[config.mk]
export PLATFORM = sky130hd
export DESIGN_NAME = store_req_issue
export DESIGN_NICKNAME = d
export VERILOG_FILES = /design/src/rtl/store_req_issue_pkg.sv /design/src/rtl/store_req_issue_encode.sv /design/src/rtl/store_req_issue.sv
export SDC_FILE = /design/constraint.sdc
export NUM_CORES = 1
export LEC_CHECK = 0
export BUFFER_PORTS_ARGS = -buffer_cell sky130_fd_sc_hd__buf_2
export CAP_MARGIN = 20
export CORE_MARGIN = 1.5
export CORE_UTILIZATION = 46
export DETAILED_ROUTE_END_ITERATION = 7
export PLACE_DENSITY_LB_ADDON = 0.2
export SETUP_SLACK_MARGIN = 0.05
export SLEW_MARGIN = 5
export SYNTH_ARGS = -nofsm -noshare
export SYNTH_HDL_FRONTEND = slang
export SYNTH_SLANG_ARGS = --single-unit
[constraint.sdc]
create_clock -name clk -period 2.1 [get_ports clk]
set_input_delay 0.105 -clock clk [delete_from_list [all_inputs] [get_ports clk]]
set_output_delay 0.105 -clock clk [all_outputs]
set_load 0.005 [all_outputs]
[src/rtl/store_req_issue_pkg.sv]
// Shared types for the data-side store request initiator: store opcodes,
// FSM states, the encoded request bundle and a strobe-to-size helper.
package store_req_issue_pkg;

  typedef enum logic [2:0] {
    OP_SW  = 3'b000,
    OP_SB  = 3'b001,
    OP_SH  = 3'b010,
    OP_SWL = 3'b011,
    OP_SWR = 3'b100
  } store_op_e;

  typedef enum logic [1:0] {
    ST_IDLE = 2'd0,
    ST_REQ  = 2'd1,
    ST_WAIT = 2'd2,
    ST_DONE = 2'd3
  } state_e;

  localparam logic [1:0] SIZE_BYTE = 2'd0;
  localparam logic [1:0] SIZE_HALF = 2'd1;
  localparam logic [1:0] SIZE_WORD = 2'd2;

  typedef struct packed {
    logic [31:0] addr;
    logic [31:0] wdata;
    logic [3:0]  strb;
    logic [1:0]  size;
  } store_req_t;

  // Bus size follows the number of enabled lanes; three lanes still need a word beat.
  function automatic logic [1:0] strb_size(input logic [3:0] strb);
    logic [2:0] cnt;
    cnt = {2'b00, strb[0]} + {2'b00, strb[1]} + {2'b00, strb[2]} + {2'b00, strb[3]};
    case (cnt)
      3'd1:    strb_size = SIZE_BYTE;
      3'd2:    strb_size = SIZE_HALF;
      3'd3:    strb_size = SIZE_WORD;
      3'd4:    strb_size = SIZE_WORD;
      default: strb_size = SIZE_BYTE;
    endcase
  endfunction

endpackage

[src/rtl/store_req_issue_encode.sv]
// Combinational store encoder: places rt bytes into the lanes selected by
// opcode and address low bits, producing strobe, data, size and address.
module store_encode
  import store_req_issue_pkg::*;
(
  input  store_op_e   i_op,
  input  logic [31:0] i_addr,
  input  logic [31:0] i_rt,
  output store_req_t  o_req
);

  logic [1:0] w_a;
  assign w_a = i_addr[1:0];

  // Lane placement per opcode; size is derived from the strobe afterwards.
  always_comb begin
    o_req = '0;
    case (i_op)
      OP_SW: begin
        o_req.addr  = i_addr;
        o_req.wdata = i_rt;
        o_req.strb  = 4'b1111;
      end
      OP_SB: begin
        o_req.addr  = i_addr;
        o_req.wdata = {4{i_rt[7:0]}};
        o_req.strb  = 4'b0001 << w_a;
      end
      OP_SH: begin
        o_req.addr  = i_addr;
        o_req.wdata = {2{i_rt[15:0]}};
        if (w_a[1]) begin
          o_req.strb = 4'b1100;
        end else begin
          o_req.strb = 4'b0011;
        end
      end
      OP_SWL: begin
        o_req.addr = {i_addr[31:2], 2'b00};
        case (w_a)
          2'd0:    begin o_req.strb = 4'b0001; o_req.wdata = {24'h000000, i_rt[31:24]}; end
          2'd1:    begin o_req.strb = 4'b0011; o_req.wdata = {16'h0000, i_rt[31:16]}; end
          2'd2:    begin o_req.strb = 4'b0111; o_req.wdata = {8'h00, i_rt[31:8]}; end
          default: begin o_req.strb = 4'b1111; o_req.wdata = i_rt; end
        endcase
      end
      OP_SWR: begin
        o_req.addr = i_addr;
        case (w_a)
          2'd0:    begin o_req.strb = 4'b1111; o_req.wdata = i_rt; end
          2'd1:    begin o_req.strb = 4'b1110; o_req.wdata = {i_rt[23:0], 8'h00}; end
          2'd2:    begin o_req.strb = 4'b1100; o_req.wdata = {i_rt[15:0], 16'h0000}; end
          default: begin o_req.strb = 4'b1000; o_req.wdata = {i_rt[7:0], 24'h000000}; end
        endcase
      end
      default: o_req = '0;
    endcase
    o_req.size = strb_size(o_req.strb);
  end

endmodule

[src/rtl/store_req_issue.sv]
// Store request initiator: captures an encoded store from execute and runs one
// write at a time over the req/addr_ok/data_ok bus, gating execute advance.
module store_req_issue
  import store_req_issue_pkg::*;
(
  input  logic        clk,
  input  logic        resetn,
  input  logic        es_valid,
  input  logic        es_is_store,
  input  logic [2:0]  es_store_op,
  input  logic [31:0] es_addr,
  input  logic [31:0] es_rt_value,
  input  logic        es_flush,
  input  logic        st_advance,
  output logic        st_ready_go,
  output logic        st_busy,
  output logic        data_req,
  output logic        data_wr,
  output logic [1:0]  data_size,
  output logic [31:0] data_addr,
  output logic [3:0]  data_wstrb,
  output logic [31:0] data_wdata,
  input  logic        data_addr_ok,
  input  logic        data_data_ok
);

  state_e     r_state;
  state_e     w_next;
  logic       r_cancel;
  logic       w_cancel_next;
  logic       w_capture;
  logic       w_ready_go;
  logic       r_req;
  logic       r_busy;
  store_req_t r_fields;
  store_req_t w_enc;
  store_op_e  w_op;

  assign w_op = store_op_e'(es_store_op);

  store_encode u_encode (
    .i_op   (w_op),
    .i_addr (es_addr),
    .i_rt   (es_rt_value),
    .o_req  (w_enc)
  );

  // State, cancel flag and the request bundle; bundle only changes at capture.
  always_ff @(posedge clk) begin
    if (!resetn) begin
      r_state  <= ST_IDLE;
      r_cancel <= 1'b0;
      r_req    <= 1'b0;
      r_busy   <= 1'b0;
      r_fields <= '0;
    end else begin
      r_state  <= w_next;
      r_cancel <= w_cancel_next;
      r_req    <= (w_next == ST_REQ);
      r_busy   <= (w_next != ST_IDLE);
      if (w_capture) begin
        r_fields <= w_enc;
      end else begin
        r_fields <= r_fields;
      end
    end
  end

  // Next state; a flushed store still completes its bus write but never reports ready.
  always_comb begin
    w_next        = r_state;
    w_cancel_next = r_cancel;
    w_capture     = 1'b0;
    w_ready_go    = 1'b0;
    case (r_state)
      ST_IDLE: begin
        if (es_valid && es_is_store && !es_flush && !st_advance) begin
          w_next        = ST_REQ;
          w_capture     = 1'b1;
          w_cancel_next = 1'b0;
        end else begin
          w_next = ST_IDLE;
        end
      end
      ST_REQ: begin
        if (es_flush) begin
          w_cancel_next = 1'b1;
        end else begin
          w_cancel_next = r_cancel;
        end
        if (data_addr_ok) begin
          w_next = ST_WAIT;
        end else begin
          w_next = ST_REQ;
        end
      end
      ST_WAIT: begin
        if (data_data_ok) begin
          w_ready_go = !r_cancel;
          if (r_cancel || es_flush || st_advance) begin
            w_next = ST_IDLE;
          end else begin
            w_next = ST_DONE;
          end
          w_cancel_next = 1'b0;
        end else if (es_flush) begin
          w_cancel_next = 1'b1;
        end else begin
          w_cancel_next = r_cancel;
        end
      end
      ST_DONE: begin
        w_ready_go = 1'b1;
        if (es_flush || st_advance) begin
          w_next = ST_IDLE;
        end else begin
          w_next = ST_DONE;
        end
      end
      default: begin
        w_next        = ST_IDLE;
        w_cancel_next = 1'b0;
      end
    endcase
  end

  assign st_ready_go = w_ready_go;
  assign st_busy     = r_busy;
  assign data_req    = r_req;
  assign data_wr     = r_req;
  assign data_size   = r_fields.size;
  assign data_addr   = r_fields.addr;
  assign data_wstrb  = r_fields.strb;
  assign data_wdata  = r_fields.wdata;

endmodule

# After elaboration in Yosys (flattened, before gate mapping)
# Index checks and enable logic that the tools add are counted.
# op_classes
mux	19
add_sub_neg	3
reduce_logical	16
eq_ne	14
shifts	1
# ops
cell	count
$pmux 68 s5	1
$pmux 36 s3	2
$eq 3x2->1 const B	4
$mux 2	4
$pmux 2 s4	1
$mux 1	7
$add 3x1->3	2
$eq 2x1->1 const B	3
$eq 2x2->1 const B	3
$eq 3x3->1 const B	2
$logic_not 2->1	2
$mux 4	1
$pmux 2 s2	1
$shl 1x2->4 const A	1
$eq 3x1->1 const B	1
$logic_and 1x1->1	3
$logic_not 1->1	3
$logic_not 3->1	1
$logic_or 1x1->1	3
$pmux 1 s3	1
$reduce_bool 3->1	1
$add 1x1->2	1
$ne 2x2->1 const B	1
$pmux 1 s2	1
3 further kinds	3
# word_totals
in_bits	75
ff_bits	75
out_inout_bits	74

# Logic depth before layout (Yosys ltp)
# Gate-level depths: netlist (run 1).
# depth
depth_word	9
depth_mapped	15
depth_no_buf	12

# Modules after synthesis
# A second synthesis (run 1) with hierarchy kept.
# unflattened
hier_cells	577
area_unflattened_um2	4529.3
# by_module_without_submodules
mod	area_per_inst_um2	cells_per_inst	n_inst	seq_area_each_um2
store_req_issue	2807.7	342	1	1501.4
store_encode	1721.7	235	1	0.0

# Worst setup path after synthesis (run 1)
# No wires, ideal clock.
# synth_timing
kind	input to register
from	input es_addr[0]
to	register r_fields, in the netlist data_size[1]
stages	13
slack_ps	-170
arrival_time_ps	2138
n_path_buf	3
cell_sequence	buf_6 buf_6 buf_6 o21ai_2 a21oi_1 o22ai_1 ha_1 inv_1 fa_1 nand2_1 nor2_1 a211oi_1 nor3_1
# synth_lines
element	line_no	text
start: declaration	store_req_issue.sv:11	input logic [31:0] es_addr,
end signal: assignment	store_req_issue.sv:62	r_fields <= w_enc;
end signal: assignment	store_req_issue.sv:64	r_fields <= r_fields;
end: declaration	store_req_issue.sv:35	store_req_t r_fields;

# Final worst setup path (run 1)
# layout_timing
from	register r_state[1]
to	register r_fields, in the netlist data_wdata[16]
# layout_between
elab_chain_len	2
# layout_lines
element	line_no	text
start: declaration	store_req_issue.sv:27	state_e r_state;
start signal: assignment	store_req_issue.sv:57	r_state <= w_next;
$logic_not 2->1	store_req_issue.sv:75	case (r_state)
$mux 1	store_req_issue.sv:75	
# No other way between the ends.
# A chain may end at the register's enable or synchronous reset.

==> results by group, run 1 <==
Drt
  – Routed wire length: between 10,000 and 15,000 um
  – Violation count after the first detailed-routing iteration: roughly 390
  – Wire per inst: around 18 um
  – Number of antenna-violating nets in the routed design: 0
  – DRC violation count after routing: 0
  – Via count: roughly 4,700
  – Number of vias per cell: between 5 and 6
  – Pre-Repair DR Iteration Count: 7

Worst setup path
  – Endpoint arrival time on the critical path: ~2 ns
  – CP cell instances: inv_1, ha_1, and2_1, buf_4, and3_4, a221o_1
  – Delay of the slowest cell on the worst path: roughly 0.4 ns
  – Critical path launch point: r_state[1]$_SDFF_PN0_
  – Kind of start point of the critical path: register
  – Critical path endpoint category: register
  – Maximum fanout along the worst path: 9
  – Data required time at the worst endpoint: about 2.4 ns
  – Critical path start-end classification: reg -> reg
  – Reg-to-reg slack, setup: between 0.3 and 0.4 ns
  – Reg-to-Reg End: data_wdata[16]$_SDFFE_PN0P_
  – Top Family by Delay on Critical Path: simple AND/OR/NAND/NOR gates
  – Sum of buffers and inverters on the critical path: 2
  – Origin of the critical flop-to-flop path: r_state[1]$_SDFF_PN0_
  – Worst-case reg-to-reg path depth: 6
  – Slowest stage cell on the critical path: sky130_fd_sc_hd__dfxtp_1

Global routing
  – Overall fraction of global-route tracks in use: 0.276
  – Global-route wire length before repair: roughly 22,000 um
  – Global route total overflow: 0
  – Number of antenna violations at the first check in global routing: 0
  – Number of global-route vias before repair: roughly 4,400
  – Maximum number of pins on one net before global-route repair: 57

Synth
  – Dominant combinational cell family by area after synthesis: compound AO/OA/AOI/OAI gates
  – Post-synthesis compound-gate area fraction: 0.280
  – Synth top cells by count: 75 x sky130_fd_sc_hd__dfxtp_1, 51 x sky130_fd_sc_hd__nand3_1, 47 x sky130_fd_sc_hd__nand2_1
  – Synthesized-area fraction occupied by adder cells: 0.0244
  – Number of library cell types mapped by synthesis: 63
  – EDFF count, synth: 0
  – Gate count of the mapped netlist: roughly 500
  – Leading post-synthesis cells by cell area: sky130_fd_sc_hd__dfxtp_1 34%, sky130_fd_sc_hd__nand3_1 5.8%, sky130_fd_sc_hd__a21oi_1 5.1%
  – Most numerous cell in the Yosys netlist: sky130_fd_sc_hd__dfxtp_1
  – Dominant cell type by area after synthesis: sky130_fd_sc_hd__dfxtp_1
  – Post-synth top area share: 0.341
  – Summed instance area of the synthesized netlist: 4400 um^2
  – Number of synthesis warnings: 0
  – Mean post-synth cell area: approximately 9 um^2
  – Share of cell area taken by muxes after synthesis: 0.0869
  – Synth Area in XOR/XNOR: 0
  – Async S/R FF share, synth: 0
  – Synthesized Nets: a little under 600
  – Share of synthesized area occupied by flip-flops and latches: 0.341
  – Primary FF master, synth: sky130_fd_sc_hd__dfxtp_1
  – Simple-gate area share of the yosys netlist: 0.194
  – Number of synthesized register bits: 75

Clocking
  – Number of buffers created by CTS: 9
  – TritonCTS clock tree: done
  – Buffer count from post-CTS setup fixing: 0
  – Clock latency reported for the late side of the worst-skew pair: 0.35 ns
  – Level count of the clock H-tree: 3
  – Worst-case clock buffer depth: 2
  – Sink Count: 75
  – Root buffer cell: sky130_fd_sc_hd__clkbuf_8
  – Clock transition at the register clock pins on the worst setup and hold paths after CTS: about 0.09 ns

STA
  – Final Max Slew Viols: 0
  – Final setup TNS: 0 ns
  – Setup repair after global routing missed its margin: false
  – Worst-case headroom to the max-slew limit: 0.514
  – Final clock period utilization by the worst path: 0.843
  – Post-layout min period: 1.77 ns
  – Final-layout worst hold slack: between 0.009 and 0.01 ns
  – Slew at the pin with the worst max-slew slack: between 0.7 and 0.8 ns
  – Achievable Freq: 0.565 GHz
  – Number of hold-slack violations in the final timing report: 0
  – Post-Route Skew: roughly 0.012 ns
  – Final setup violation count: 0

Layout
  – Flip-flop and latch area: approximately 1500 um^2
  – Area Growth Syn to Fin: 27.9%
  – Fillcell total: 825
  – Number of cells in the finished layout apart from fillers: between 700 and 800
  – Share of post-route cells with drive strength above 1: 0.351
  – Number of diodes: 0
  – Final net count: 733
  – Area of combinational cells with multiple inputs: approximately 2600 um^2
  – Cell area after layout: about 5600 um^2

Floorplan
  – Width of the chip: ~100 um
  – Starting density of the core: 0.477
  – Area of the die: ~10,000 um^2
  – Row cnt: 35
  – Die Span Y: roughly 100 um
  – Core Footprint: between 9000 and 10,000 um^2
  – I/O pin total: ~150

Place
  – Cell area after placement: 5280 um^2
  – Detail Placement HPWL: between 9000 and 10,000 um
  – # port buffers: 148
  – Placed Cells: ~750
  – Final GP Congestion: 0.861

Power and ir drop
  – Peak supply drop: ~0.00035 V
  – Overall power: roughly 0.0033 W
  – Cell area power density: 579 nW/um^2
  – Leak: ~2.4 nW

Worst hold path
  – Sink of the worst hold path: data_addr[31]$_SDFFE_PN0P_
  – Cell count of the worst hold path: 3
  – Hold path start: es_addr[31]
  – Worst hold-check path type: in -> reg

Run status
  – Result of the run: finished, final reports clean

Job
  – Maximum capacitance violations: 0
[layout by cell type (no fill, tap or decap), drive strengths merged, types with 9 or more instances in the layout]
cell type      n
buf          173
dfxtp         75
nand3         51
nand2         47
a21oi         45
mux2          18
o22ai         16
inv           15
dlygate4sd3   14
nor2b         13
a22oi         12
nor2          11
and3          11
a31oi         10
o21ai         10
a221o          9
clkbuf         9
[layout make-up]
cell class / count / share of cell area
clock buffer: 9 / 0.0220
clock inverter: 7 / 0.0147
inverter: 12 / 0.00799
multi-input combinational: 365 / 0.464
sequential: 75 / 0.266
tap: 129 / 0.0286
timing repair buffer: 187 / 0.196
[state kept, by name, summed over array words and instances (netlist names)]
name	flops
data_addr	32
data_wdata	32
data_wstrb	4
data_size	2
r_state	2
data_req	1
r_cancel	1
st_busy	1
[worst max path at each step]
stage | to | slack, ns | depth (start not counted)
global placement | data_size[1]$_SDFFE_PN0P_ | 0.11 | 10
global route | data_addr[19]$_SDFFE_PN0P_ | 0.19 | 7
CTS | data_wdata[26]$_SDFFE_PN0P_ | 0.22 | 5
detailed placement | data_size[1]$_SDFFE_PN0P_ | 0.004 | 10
finish | data_wdata[16]$_SDFFE_PN0P_ | 0.33 | 6
floorplan | data_size[1]$_SDFFE_PN0P_ | -0.06 | 13
[metrics by stage]
stage                     setup slack, ns  utilization
after floorplan                   -0.0636            -
after global placement              0.113        0.572
after detailed placement          0.00441        0.572
after CTS                           0.223        0.608
after global routing                0.194        0.610
final                               0.329        0.610
[logic make-up (layout without fill, tap and decap cells)]
group,after synthesis,count (layout)
AO/OA/AOI/OAI,172,172
adder cells (fa/ha/maj),8,8
buffers and inverters,61,215
flip-flops,75,75
multiplexers,26,26
AND/OR/NAND/NOR,159,159
[report_power, final]
part / internal, W / switching, W / leakage [nW] / total (W)
clock: 0.000570 / 0.000623 / 0.0988 / 0.00119
sequential: 0.00144 / 0.0000112 / 0.606 / 0.00145
combinational: 0.000277 / 0.000336 / 1.70 / 0.000613
total: 0.00229 / 0.000969 / 2.40 / 0.00326
[metal layers]
metal,global-route usage,up-vias,part of all wire
met4,0.0899,0,0.014
met3,0.0534,23,0.095
li1,-,2221,-
met2,0.449,262,0.47
met5,0,-,0
met1,0.367,2177,0.42
[worst min-delay path, delay by kind of cell]
kind	cells	cell delay (ns)
buffers and inverters	1	0.10
AOI/OAI and AO/OA	1	0.06
and+or+nand+nor	1	0.05
[what timing repair did]
item	CTS	global route
setup endpoints to repair	0	3
hold buffers	13	1
endpoints found under the hold margin	13	1
gates resized for setup	0	1
No activity file was read; power rests on OpenSTA's default activity.
==> run 2: changes to the inputs <==
--- a/config.mk
+++ b/config.mk
@@ -8,7 +8,7 @@
 export BUFFER_PORTS_ARGS = -buffer_cell sky130_fd_sc_hd__buf_2
 export CAP_MARGIN = 20
 export CORE_MARGIN = 1.5
-export CORE_UTILIZATION = 46
+export CORE_UTILIZATION = 51
 export DETAILED_ROUTE_END_ITERATION = 7
 export PLACE_DENSITY_LB_ADDON = 0.2
 export SETUP_SLACK_MARGIN = 0.05
==> constraint.sdc (replaced) <==
create_clock -name clk -period 1.8 [get_ports clk]
set_input_delay 0.09 -clock clk [delete_from_list [all_inputs] [get_ports clk]]
set_output_delay 0.09 -clock clk [all_outputs]
set_load 0.005 [all_outputs]
==> run 2 against run 1 <==
Compared with the run above:
- worst setup slack worse by 0.21 ns
- clock power up 18%
- sequential share of layout area down 1.2 points
- sequential cell count unchanged
- critical endpoint unchanged
- fmax up 5.3%
- die area down 9.5%
==> results by group, run 2 (same netlist as run 1, synthesis figures left out) <==
Worst setup path
  – Reg-to-reg slack, setup: around 0.12 ns
  – Critical path endpoint category: register
  – Maximum fanout along the worst path: 5
  – Data required time at the worst endpoint: 2.05 ns
  – Kind of start point of the critical path: register
  – Critical path start-end classification: reg -> reg
  – Endpoint arrival time on the critical path: just under 2 ns

Drt
  – Number of vias per cell: roughly 6
  – Violation count after the first detailed-routing iteration: around 480
  – Routed wire length: approximately 15,000 um
  – DRC violation count after routing: 0
  – Wire per inst: around 19 um
  – Via count: between 4,000 and 5,000
  – Number of antenna-violating nets in the routed design: 0
  – Pre-Repair DR Iteration Count: 5

Global routing
  – Met1 Track Usage GR: 0.383
  – Number of global-route vias before repair: between 4,000 and 5,000
  – Met2 GRT Util: 0.532
  – Met3 track demand over resource in global routing: 0.0664
  – GRT Max-Usage Layer: met2
  – Maximum number of pins on one net before global-route repair: 56
  – Global-route wire length before repair: ~22,000 um
  – Overall fraction of global-route tracks in use: 0.313
  – Number of antenna violations at the first check in global routing: 0
  – Global route total overflow: 0

Power and ir drop
  – Cell area power density: approximately 660 nW/um^2
  – Leak: ~2.6 nW
  – Peak supply drop: 0.000369 V

STA
  – Post-Route Skew: ~0.0053 ns
  – Post-layout min period: 1.68 ns
  – Setup WS post-layout: between 0.1 and 0.15 ns
  – Achievable Freq: around 0.59 GHz
  – Final-layout worst hold slack: about 0.013 ns
  – Number of hold-slack violations in the final timing report: 0
  – Slew at the pin with the worst max-slew slack: between 0.9 and 1 ns
  – Final Max Slew Viols: 0
  – Final clock period utilization by the worst path: 0.934
  – Setup repair after global routing missed its margin: false
  – Final setup violation count: 0
  – Worst-case headroom to the max-slew limit: 0.384

Clocking
  – TritonCTS clock tree: done
  – Sink Count: 75
  – Clock transition at the register clock pins on the worst setup and hold paths after CTS: ~0.090 ns
  – Number of buffers created by CTS: 9
  – Worst-case clock buffer depth: 2
  – Root buffer cell: sky130_fd_sc_hd__clkbuf_8
  – Clock latency reported for the late side of the worst-skew pair: around 0.36 ns
  – Level count of the clock H-tree: 3

Floorplan
  – Width of the chip: 95.9 um
  – Starting density of the core: 0.531
  – Die Span Y: 95.9 um
  – I/O pin total: between 100 and 150
  – Core Footprint: just over 8000 um^2
  – Row cnt: 33
  – Area of the die: between 9000 and 10,000 um^2

Job
  – Maximum capacitance violations: 0

Layout
  – Share of post-route cells with drive strength above 1: 0.364
  – Final net count: 764
  – Most frequent standard cell in the layout excluding fill and tap cells: sky130_fd_sc_hd__buf_2
  – Commonest non-fill, non-tap cells in the layout: 148 x sky130_fd_sc_hd__buf_2, 73 x sky130_fd_sc_hd__dfxtp_1, 51 x sky130_fd_sc_hd__nand3_1
  – Number of diodes: 0
  – Number of cells in the finished layout apart from fillers: approximately 790
  – Area Growth Syn to Fin: 34.3%

Worst hold path
  – Worst hold-check path type: in -> reg

Place
  – Placed Cells: roughly 740
  – Final GP Congestion: 0.947
  – Detail Placement HPWL: approximately 10000 um
  – Worst setup slack before clock tree synthesis: -0.206 ns
  – # port buffers: roughly 150

Run status
  – Result of the run: finished, final reports clean
[run 2: critical path: stages, from the launching register on]
cell and delay [ns]:
sky130_fd_sc_hd__dfxtp_2 0.37, sky130_fd_sc_hd__inv_1 0.08, sky130_fd_sc_hd__ha_1 0.22, sky130_fd_sc_hd__and2_2 0.23, sky130_fd_sc_hd__buf_4 0.17, sky130_fd_sc_hd__a31o_2 0.23
sky130_fd_sc_hd__a221o_1 0.29
[run 2: final timing paths]
kind                                   start                     endpoint  cells past startpoint
setup reg to reg       r_state[0]$_SDFF_PN0_  data_wdata[16]$_SDFFE_PN0P_                      6
hold reg to reg   data_addr[18]$_SDFFE_PN0P_   data_addr[18]$_SDFFE_PN0P_                      2
setup / recovery       r_state[0]$_SDFF_PN0_  data_wdata[16]$_SDFFE_PN0P_                      6
hold / removal                   es_addr[18]   data_addr[18]$_SDFFE_PN0P_                      3
[run 2: layout make-up]
cell class	count	area, um^2
tap	105	131
inverter	12	45.0
multi-input combinational	365	2620
fill	644	2380
clock inverter	7	82.6
clock buffer	9	124
timing repair buffer	218	1410
sequential	75	1500
[run 2: timing repair]
| action | in CTS | in global routing |
|---|---|---|
| endpoints found under the hold margin | 29 | 0 |
| hold buffers | 29 | 0 |
| gates resized for setup | 1 | 5 |
| setup endpoints to repair | 17 | 53 |
| gates cloned | 0 | 1 |
| setup buffers | 0 | 1 |
[run 2: per-layer routing]
metal,up-vias,share of wire
li1,2276,-
met1,2270,0.40
met5,-,0
met2,307,0.48
met3,36,0.096
met4,0,0.023
[run 2: report_power, final]
group | switching [W] | leakage, nW | internal (W)
Clock | 0.000731 | 0.0988 | 0.000665
Sequential | 0.0000132 | 0.607 | 0.00168
Combinational | 0.000416 | 1.85 | 0.000372
Total | 0.00116 | 2.56 | 0.00272
[run 2: per-stage QoR]
step | total power, W | area (um^2) | util | TNS, ns
finish | 0.00388 | 5910 | 0.713 | 0
global route | 0.00402 | 5910 | 0.713 | 0
CTS | 0.00387 | 5870 | 0.708 | 0
detailed placement | 0.00245 | 5370 | 0.647 | -1.78
global placement | 0.00243 | 5370 | 0.647 | -0.935
floorplan | 0.00216 | 4440 | - | -0.591
==> run 3: changes to the inputs <==
--- a/config.mk
+++ b/config.mk
@@ -9,6 +9,7 @@
 export CAP_MARGIN = 20
 export CORE_MARGIN = 1.5
 export CORE_UTILIZATION = 51
+export CTS_BUF_LIST = sky130_fd_sc_hd__clkbuf_16
 export DETAILED_ROUTE_END_ITERATION = 7
 export PLACE_DENSITY_LB_ADDON = 0.2
 export SETUP_SLACK_MARGIN = 0.05
==> run 3 against run 2 <==
Compared with the run above:
- power is 11% higher
- sequential share of layout area rose by 0.99 points
- worst hold slack worse by 0.0058 ns
- utilization is 2.7 points lower
- fmax rose by 0.19%
- largest cell class unchanged
- highest routed layer unchanged
==> results by group, run 3 (same netlist as run 1, synthesis figures left out) <==
STA
  – Post-layout min period: about 1.7 ns
  – Worst-case headroom to the max-slew limit: 0.385
  – Final clock period utilization by the worst path: 0.933
  – Post-Route Skew: about 0.0053 ns
  – Final Max Slew Viols: 0
  – Number of hold-slack violations in the final timing report: 0
  – Final setup TNS: 0 ns
  – Achievable Freq: ~0.6 GHz
  – Final setup violation count: 0
  – Final-layout worst hold slack: just under 0.007 ns
  – Slew at the pin with the worst max-slew slack: slightly above 0.9 ns
  – Setup repair after global routing missed its margin: false

Power and ir drop
  – Cell area power density: 754 nW/um^2
  – Leak: 2.46 nW
  – Peak supply drop: approximately 0.00046 V

Run status
  – Result of the run: finished, final reports clean

Global routing
  – Maximum number of pins on one net before global-route repair: 56
  – Global-route wire length before repair: between 20,000 and 25,000 um
  – Number of antenna violations at the first check in global routing: 0
  – Overall fraction of global-route tracks in use: 0.301
  – Global route total overflow: 0
  – Number of global-route vias before repair: roughly 4,300

Worst setup path
  – Slowest stage cell on the critical path: sky130_fd_sc_hd__dfxtp_2
  – Critical path endpoint category: register
  – Data required time at the worst endpoint: 2.02 ns
  – Endpoint arrival time on the critical path: approximately 1.9 ns
  – CP cell instances: inv_1, ha_1, and2_2, buf_4, a31o_2, a221o_1
  – Critical path start-end classification: reg -> reg
  – Delay of the slowest cell on the worst path: approximately 0.36 ns
  – Maximum fanout along the worst path: 5
  – Kind of start point of the critical path: register

Clocking
  – Sink Count: 75
  – Worst-case clock buffer depth: 2
  – Level count of the clock H-tree: 3
  – Number of buffers created by CTS: 9
  – Clock transition at the register clock pins on the worst setup and hold paths after CTS: roughly 0.070 ns
  – Root buffer cell: sky130_fd_sc_hd__clkbuf_16
  – Post-CTS Hold Buffers: 0
  – Clock latency reported for the late side of the worst-skew pair: 0.33 ns
  – TritonCTS clock tree: done

Layout
  – Most frequent standard cell in the layout excluding fill and tap cells: sky130_fd_sc_hd__buf_2
  – Fillcell total: 676
  – Commonest non-fill, non-tap cells in the layout: 148 x sky130_fd_sc_hd__buf_2, 73 x sky130_fd_sc_hd__dfxtp_1, 51 x sky130_fd_sc_hd__nand3_1
  – Cell area after layout: between 5000 and 6000 um^2
  – Area of combinational cells with multiple inputs: roughly 2600 um^2
  – Final net count: roughly 730
  – Share of post-route cells with drive strength above 1: 0.379
  – Area Growth Syn to Fin: 29.3%
  – Number of cells in the finished layout apart from fillers: 760
  – Number of diodes: 0
  – Flip-flop and latch area: ~1500 um^2

Drt
  – Via count: around 4,700
  – Violation count after the first detailed-routing iteration: a little under 400
  – Pre-Repair DR Iteration Count: 6
  – DRC violation count after routing: 0
  – Number of vias per cell: approximately 6.2
  – Number of antenna-violating nets in the routed design: 0
  – Routed wire length: 13,800 um
  – Wire per inst: approximately 18 um

Worst hold path
  – Worst hold-check path type: in -> reg

Job
  – Maximum capacitance violations: 0

Place
  – # port buffers: between 100 and 150
  – Placed Cells: 744
  – Final GP Congestion: 0.947
  – Detail Placement HPWL: between 9000 and 10,000 um
  – Cell area after placement: approximately 5400 um^2

Floorplan
  – Area of the die: 9200 um^2
  – Width of the chip: approximately 96 um
  – Row cnt: 33
  – Starting density of the core: 0.531
  – I/O pin total: roughly 150
  – Core Footprint: 8300 um^2
  – Die Span Y: 95.9 um
[run 3: report_power, final]
group	internal, W	switching, W	total (W)
Clock	0.00110	0.000766	0.00186
Combinational	0.000329	0.000403	0.000732
Sequential	0.00169	0.0000129	0.00170
Total	0.00311	0.00118	0.00429
[run 3: timing repair]
item                       CTS  global route
resized for setup            1             5
setup endpoints to repair   17            47
setup buffers                0             0
[run 3: through the flow]
stage / setup WS, ns / power [W] / utilization
after floorplan: -0.349 / 0.00216 / -
after global routing: 0.0433 / 0.00446 / 0.686
final: 0.121 / 0.00429 / 0.686
after global placement: -0.141 / 0.00243 / 0.647
after CTS: 0.0696 / 0.00431 / 0.685
after detailed placement: -0.206 / 0.00245 / 0.647
[run 3: final timing paths]
path / depth (start not counted) / end / from / slack, ns
worst max-delay path: 6 / data_wdata[16]$_SDFFE_PN0P_ / r_state[0]$_SDFF_PN0_ / 0.12
worst min-delay path: 3 / data_addr[2]$_SDFFE_PN0P_ / es_addr[2] / 0.007
worst max register to register: 6 / data_wdata[16]$_SDFFE_PN0P_ / r_state[0]$_SDFF_PN0_ / 0.12
worst min register to register: 2 / data_addr[18]$_SDFFE_PN0P_ / data_addr[18]$_SDFFE_PN0P_ / 0.44
[run 3: layer usage]
metal / wire length (um) / track usage / vias up / share of wire
met2: 6480 / 0.491 / 272 / 0.47
met5: 0 / 0 / - / 0
met4: 369 / 0.124 / 0 / 0.027
li1: - / - / 2215 / -
met1: 5650 / 0.377 / 2192 / 0.41
met3: 1330 / 0.0774 / 26 / 0.096
[run 3: layout make-up]
type	count	area share
inverters	12	0.00791
well taps	105	0.0231
repair buffers	187	0.191
flip-flops and latches	75	0.264
clock buffers	9	0.0396
clock inverters	7	0.0145
multi-input cells	365	0.460
[run 3: critical path, delay by kind of cell, from the launching register on]
family | cells | cell delay, ns
AOI/OAI and AO/OA | 2 | 0.51
adders and majority gates | 1 | 0.22
buffers and inverters | 2 | 0.25
DFF | 1 | 0.36
and+or+nand+nor | 1 | 0.22
